$ cat config.mk
export PLATFORM = sky130hd
export DESIGN_NAME = rv32i_packet_pipe_buffer
export DESIGN_NICKNAME = d
export VERILOG_FILES = /design/src/rtl/rv32i_packet_pipe_buffer.sv
export SDC_FILE = /design/constraint.sdc
export NUM_CORES = 1
export LEC_CHECK = 0
export CELL_PAD_IN_SITES_DETAIL_PLACEMENT = 1
export CELL_PAD_IN_SITES_GLOBAL_PLACEMENT = 1
export CORE_AREA = 3 3 312 314
export CTS_CLUSTER_SIZE = 24
export DETAILED_ROUTE_END_ITERATION = 8
export DIE_AREA = 0 0 315 317
export GPL_ROUTABILITY_DRIVEN = 1
export PLACE_DENSITY_LB_ADDON = 0.1
export SLEW_MARGIN = 0
export SYNTH_ARGS = -nofsm -noshare
export SYNTH_HDL_FRONTEND = slang
export SYNTH_SLANG_ARGS = --single-unit
$ cat constraint.sdc
create_clock -name clk -period 22.1 [get_ports clk]
set_input_delay 2.21 -clock clk [delete_from_list [all_inputs] [get_ports clk]]
set_output_delay 2.21 -clock clk [all_outputs]
set_load 0.03 [all_outputs]
$ cat src/rtl/rv32i_packet_pipe_buffer.sv
// Elastic valid/ready buffer carrying one RV32I data packet and one control packet between stages.
// Optional performance counters are built when PKT_PIPE_PERF_EN is defined; otherwise the ports read zero.
module rv32i_packet_pipe_buffer #(
    parameter int                  DATA_W   = 160,
    parameter int                  CTRL_W   = 192,
    parameter int                  DEPTH    = 2,
    parameter logic [CTRL_W-1:0]   NOP_CTRL = '0
) (
    input  logic                         clk,
    input  logic                         rst,
    input  logic                         flush,
    input  logic                         in_valid,
    output logic                         in_ready,
    input  logic [DATA_W-1:0]            in_data,
    input  logic [CTRL_W-1:0]            in_ctrl,
    output logic                         out_valid,
    input  logic                         out_ready,
    output logic [DATA_W-1:0]            out_data,
    output logic [CTRL_W-1:0]            out_ctrl,
    output logic [$clog2(DEPTH+1)-1:0]   count,
    output logic [31:0]                  stall_cnt,
    output logic [31:0]                  bubble_cnt,
    output logic [31:0]                  flush_cnt
);

    localparam int PTR_W = $clog2(DEPTH);
    localparam int CNT_W = $clog2(DEPTH+1);
    localparam logic [CNT_W-1:0] CNT_FULL = CNT_W'(DEPTH);
    localparam logic [PTR_W-1:0] PTR_ONE  = PTR_W'(1);
    localparam logic [CNT_W-1:0] CNT_ONE  = CNT_W'(1);

    logic [DATA_W-1:0] mem_data [DEPTH];
    logic [CTRL_W-1:0] mem_ctrl [DEPTH];

    logic [PTR_W-1:0] wr_ptr_q, wr_ptr_d;
    logic [PTR_W-1:0] rd_ptr_q, rd_ptr_d;
    logic [CNT_W-1:0] count_q, count_d;

    logic push;
    logic pop;

    // in_ready depends only on registered occupancy plus rst/flush, never on out_ready.
    assign in_ready  = (count_q != CNT_FULL) && !rst && !flush;
    assign out_valid = (count_q != '0);
    assign push      = in_valid && in_ready;
    assign pop       = out_valid && out_ready;
    assign count     = count_q;

    always_comb begin
        wr_ptr_d = wr_ptr_q;
        rd_ptr_d = rd_ptr_q;
        count_d  = count_q;
        if (flush) begin
            wr_ptr_d = '0;
            rd_ptr_d = '0;
            count_d  = '0;
        end else begin
            if (push) begin
                wr_ptr_d = wr_ptr_q + PTR_ONE;
            end
            if (pop) begin
                rd_ptr_d = rd_ptr_q + PTR_ONE;
            end
            unique case ({push, pop})
                2'b10:   count_d = count_q + CNT_ONE;
                2'b01:   count_d = count_q - CNT_ONE;
                default: count_d = count_q;
            endcase
        end
    end

    always_ff @(posedge clk) begin
        if (rst) begin
            wr_ptr_q <= '0;
            rd_ptr_q <= '0;
            count_q  <= '0;
        end else begin
            wr_ptr_q <= wr_ptr_d;
            rd_ptr_q <= rd_ptr_d;
            count_q  <= count_d;
        end
    end

    // Storage is deliberately not reset; the output mux hides stale entries.
    always_ff @(posedge clk) begin
        if (push) begin
            mem_data[wr_ptr_q] <= in_data;
            mem_ctrl[wr_ptr_q] <= in_ctrl;
        end
    end

    always_comb begin
        out_data = '0;
        out_ctrl = NOP_CTRL;
        if (out_valid) begin
            out_data = mem_data[rd_ptr_q];
            out_ctrl = mem_ctrl[rd_ptr_q];
        end
    end

`ifdef PKT_PIPE_PERF_EN
    logic [31:0] stall_cnt_q;
    logic [31:0] bubble_cnt_q;
    logic [31:0] flush_cnt_q;

    // Saturating counters; reset is the only way to clear them.
    always_ff @(posedge clk) begin
        if (rst) begin
            stall_cnt_q  <= '0;
            bubble_cnt_q <= '0;
            flush_cnt_q  <= '0;
        end else begin
            if (out_valid && !out_ready && (stall_cnt_q != 32'hFFFF_FFFF)) begin
                stall_cnt_q <= stall_cnt_q + 32'd1;
            end
            if (!out_valid && (bubble_cnt_q != 32'hFFFF_FFFF)) begin
                bubble_cnt_q <= bubble_cnt_q + 32'd1;
            end
            if (flush && (flush_cnt_q != 32'hFFFF_FFFF)) begin
                flush_cnt_q <= flush_cnt_q + 32'd1;
            end
        end
    end

    assign stall_cnt  = stall_cnt_q;
    assign bubble_cnt = bubble_cnt_q;
    assign flush_cnt  = flush_cnt_q;
`else
    assign stall_cnt  = 32'h0;
    assign bubble_cnt = 32'h0;
    assign flush_cnt  = 32'h0;
`endif

endmodule

Word level (Yosys, flattened, before mapping):

Memory sizes are Yosys's and may differ from the RTL's. A register that Yosys moved wholly into a read port is not among the register bits.
Cells that the tools add are included.

* logic and storage cells: 30
* output and inout port bits: 452
* flip-flop bits (word level): 4
* memories: 2
* bits in writable memories: 704

* equal/unequal tests: 3
* reductions and logical operators: 9
* $add $sub $neg: 4
* muxes and demuxes: 9

Memory list
* mem_ctrl: depth 2, width 192, read ports 1, clocked after Yosys merged registers in 1, write ports 1, line 33 `logic [CTRL_W-1:0] mem_ctrl [DEPTH];`
* mem_data: depth 2, width 160, read ports 1, clocked after Yosys merged registers in 1, write ports 1, line 32 `logic [DATA_W-1:0] mem_data [DEPTH];`

Operators with widths (count)
* $mux W192: 1
* $mux W160: 1
* $mux W1: 6
* $logic_and A1 B1 Y1: 4
* $pmux W2 S2: 1
* $reduce_bool A2 Y1: 2
* $add A1 B1 Y1 const B: 2
* $add A2 B1 Y2 const B: 1
* $eq A2 B1 Y1 const B: 1
* $eq A2 B2 Y1 const B: 1
* $logic_not A1 Y1: 2
* $ne A2 B2 Y1 const B: 1
* $reduce_or A2 Y1: 1
* $sub A2 B1 Y2 const B: 1

Longest topological paths before layout:

* depth in word-level cells: 6
* depth in mapped cells: 6

Least setup slack after synthesis:

OpenSTA, ideal clock, no wires.

* path type: input port to flip-flop
* start point: input rst
* end point: memory mem_ctrl[0][0], enable pin
* setup slack: 4003 ps
* buffers on the path: 0
* cell stages on the path: 3
* arrival: 17023 ps
* cell sequence: nor2_1 -> nand3_1 -> nor2_1

* word-level cells in the longest chain between the ends: 6

Ends and longest elaborated chain
* from (decl): line 10 `input logic rst,`
* $logic_not A1 Y1: line 43 `assign in_ready = (count_q != CNT_FULL) && !rst && !flush;`
* $logic_and A1 B1 Y1 (2 in series): line 43
* $logic_and A1 B1 Y1: line 45 `assign push = in_valid && in_ready;`
* $mux W1: line 86 `if (push) begin`
* $mux W1 (not written as such): line 88 `mem_ctrl[wr_ptr_q] <= in_ctrl;`
* to (decl): line 33

Every way passes these cells.

==> reports/qor.csv <==
stage,metric,value,unit
detailed_routing,1st-pass router iterations,5,
logic_synthesis,main area contributors after synthesis,"edfxtp_1, mux2i_1, nor2_1",
cts,clock sink count,709,
logic_synthesis,Post-synth top flop,edfxtp_1,
place,count of buffers from port buffering,712,
finish,Fill cells,9553,
global_route,"Remaining Overflow, GRT",0,
cts,Clock transition at path regs,0.06,ns
global_route,GRT Util Overall,0.1580,
critical_path,crit path capture type,output pin,
timing,fin crit share,0.3071,
timing,Slew HR,0.2141,
logic_synthesis,number of synthesized register bits,709,
cts,Post-CTS Setup Inserts,0,
critical_path,reg2reg setup slack,18.25,ns
global_route,initial antenna violation count,22,
critical_path,Critical Path AT,4.58,ns
finish,# nets final,2704,
cts,Root Driver,clkbuf_16,
detailed_routing,WL/cell,22.49,µm
die,IO Pins,809,
die,die footprint,99860,µm²
pwr,Power Density,79.26,nW/µm²
die,Die Y,317,µm
logic_synthesis,Post-synth EDFFs,704,
timing,Worst-Margin Slew,1.179,ns
place,Final HPWL DP,57.11,mm
logic_synthesis,Post-synth ARST share,0,
logic_synthesis,Cell variety after synth,22,
timing,Final Hold Viols,0,
logic_synthesis,sequential share of the synthesized area,0.7724,
finish,share of layout cells above drive strength 1,0.05855,
logic_synthesis,number of instances in the synthesized netlist,1613,
detailed_routing,Vias,15730,
critical_path,Worst R2R Start,count[0]$_SDFFE_PP0P_,
detailed_routing,Routed Antenna Nets,0,
critical_path,Worst Setup EP,out_data[45],
timing,min Tclk post-route,6.787,ns
logic_synthesis,Mean Syn Cell Area,17.05,µm²
global_route,first-pass GRT wire length,115.4,mm
critical_path,most frequent CP cell,buf_4,
critical_path,"Cell Chain, Critical Path","buf_12, buf_4, buf_4, mux2i_1, nor2_1, clkdlybuf4s50_1",
detailed_routing,DRC,0,
critical_path,reg-to-reg endpoint,mem_data[0][35]$_DFFE_PP_,
detailed_routing,initial drt markers,803,
finish,P&R area growth vs syn,38.58,%
global_route,largest net degree at the start of global routing,170,
pwr,Leak,0.01195,µW
critical_path,biggest cell delay along the critical path,0.81,ns
run,maxcap violations,0,
die,Die X,315,µm
critical_path,Slowest cell on crit path,buf_4,
timing,Worst Skew,0.01738,ns
place,GP Congestion,0.7546,
outcome,status,completed,
critical_path,Worst Setup Start Kind,register,
global_route,vias in the first global route,16950,
min_path,Min-Delay Path Class,reg2reg,
pwr,Worst IR Drop VDD,0.05177,mV
logic_synthesis,Mapped Area,27500,µm²
cts,TritonCTS clock tree,built,
logic_synthesis,Synth area leader,edfxtp_1,
timing,# setup viols final,0,
cts,clk_lat worst skew,0.63,ns
die,core area,94870,µm²
logic_synthesis,Yosys warning total,0,
cts,CTS Hold Bufs,0,
cts,TritonCTS Buffers,81,
pwr,total power,3021,µW
logic_synthesis,cell with the most instances after synthesis,edfxtp_1,
die,Rows,113,
critical_path,critical path peak fanout,132,
critical_path,Setup Crit Path Kind,reg2out,
critical_path,reg2reg path depth,5,
timing,fin. max-slew vios,0,
detailed_routing,vias per cell,4.270,
logic_synthesis,top-area cell type share of the netlist area,0.7688,
timing,unrepaired setup endpoints after global routing,false,
timing,Final TNS setup,0,ns
detailed_routing,final wirelength,82.84,mm
cts,CTS resizes,0,
timing,fmax,147.3,MHz
place,Setup Slack @ Placement,15.94,ns
critical_path,CP required,19.89,ns
die,Starting Density,0.2899,
timing,final worst setup slack,15.31,ns
cts,H-tree levels,3,
cts,CTS max path bufs,3,
logic_synthesis,synth cell count leaders,"edfxtp_1, nor2_1, mux2i_1, buf_4, buf_2",
[worst max-delay path: cells and delay by family (launching register included)]
kind	cells	cell delay, ns
buf+inv	4	2.93
flops	1	0.35
simple gates	1	0.13
mux	1	0.21
[final cells by class]
class	instances	area, µm²	share of cell area
inverters	3	11.26	0.0002955
clock buffers	99	2168	0.05690
diodes	10	25.02	0.0006566
multi-input cells	822	5355	0.1405
flip-flops and latches	709	21240	0.5575
repair buffers	729	7305	0.1917
clock inverters	46	417.9	0.01097
well taps	1265	1583	0.04153
[through the flow]
step / instance area [µm²] / util / hold WS [ns] / cells
after global routing: 38110 / 0.4017 / 0.5449 / 3682
after CTS: 38080 / 0.4014 / 0.5177 / 3673
final: 38110 / 0.4017 / 0.5126 / 3683
after detailed placement: 35500 / 0.3742 / 0.5018 / 3528
after floorplan: 27860 / - / 0.4725 / 1708
after global placement: 35500 / 0.3742 / 0.4983 / 3528
[cell families after synthesis]
family                     synth area share
muxes                                0.1281
and+or+nand+nor                     0.05028
DFF                                  0.7724
AOI/OAI and AO/OA                  0.001001
buffers and inverters               0.04664
adders and majority gates         0.0004549
xor gates and xnor gates          0.0009557
other                             0.0001364
[power breakdown]
part | leakage [µW] | switching (µW) | internal (µW)
combinational | 0.00423 | 110 | 89.0
sequential | 0.00644 | 5.95 | 1510
clock | 0.00129 | 539 | 770
total | 0.0120 | 655 | 2370
[sequential cells by signal (all words and copies together), names as in the netlist, named ones only]
signal / count
mem_ctrl: 384
mem_data: 320
count: 2
rd_ptr_q: 1
wr_ptr_q: 1
[routing by layer]
metal  GRT usage  routed length (µm)  vias to the layer above
li1            -                   -                     7238
met3     0.05670                7069                      124
met5           0                 148                        -
met2      0.2874               43730                      564
met4     0.06095                2277                       20
met1      0.1662               29620                     7780
[cell usage in the layout, fill, tap and decap left out]
| master | synthesis | routed |
|---|---|---|
| a21o_1 | 1 | 1 |
| a21oi_1 | 2 | 2 |
| and2_1 | 1 | 1 |
| buf_12 | 0 | 4 |
| buf_4 | 108 | 13 |
| bufinv_16 | 0 | 6 |
| clkbuf_1 | 8 | 14 |
| clkbuf_16 | 0 | 84 |
| clkbuf_8 | 0 | 1 |
| clkdlybuf4s50_1 | 0 | 712 |
| clkinv_1 | 0 | 12 |
| clkinv_2 | 0 | 22 |
| clkinv_4 | 0 | 2 |
| clkinv_8 | 0 | 1 |
| conb_1 | 1 | 96 |
| dfxtp_1 | 5 | 4 |
| dfxtp_4 | 0 | 1 |
| diode_2 | 0 | 10 |
| edfxtp_1 | 704 | 704 |
| ha_1 | 1 | 1 |
| inv_1 | 3 | 3 |
| inv_16 | 0 | 2 |
| inv_6 | 0 | 1 |
| mux2i_1 | 352 | 352 |
| nand2b_1 | 1 | 1 |
| nand3_1 | 2 | 2 |
| nor2_1 | 359 | 356 |
| nor2_4 | 0 | 3 |
| o21ai_0 | 2 | 2 |
| or2_2 | 1 | 1 |
| or3_1 | 1 | 1 |
| xnor2_1 | 1 | 1 |
| xor2_1 | 2 | 2 |
[how the worst min path moves through the flow]
stage / startpoint / end / slack [ns] / cells after the start
4_1_cts: rd_ptr_q$_SDFFE_PP0P_ / register / 0.52 / 2
2_1_floorplan: rd_ptr_q$_SDFFE_PP0P_ / register / 0.47 / 2
5_1_grt: rd_ptr_q$_SDFFE_PP0P_ / rd_ptr_q$_SDFFE_PP0P_ / 0.54 / 2
3_5_place_dp: rd_ptr_q$_SDFFE_PP0P_ / register / 0.50 / 2
6_report: rd_ptr_q$_SDFFE_PP0P_ / register / 0.51 / 2
3_3_place_gp: rd_ptr_q$_SDFFE_PP0P_ / rd_ptr_q$_SDFFE_PP0P_ / 0.50 / 2
(Power assumes the default switching activity.)
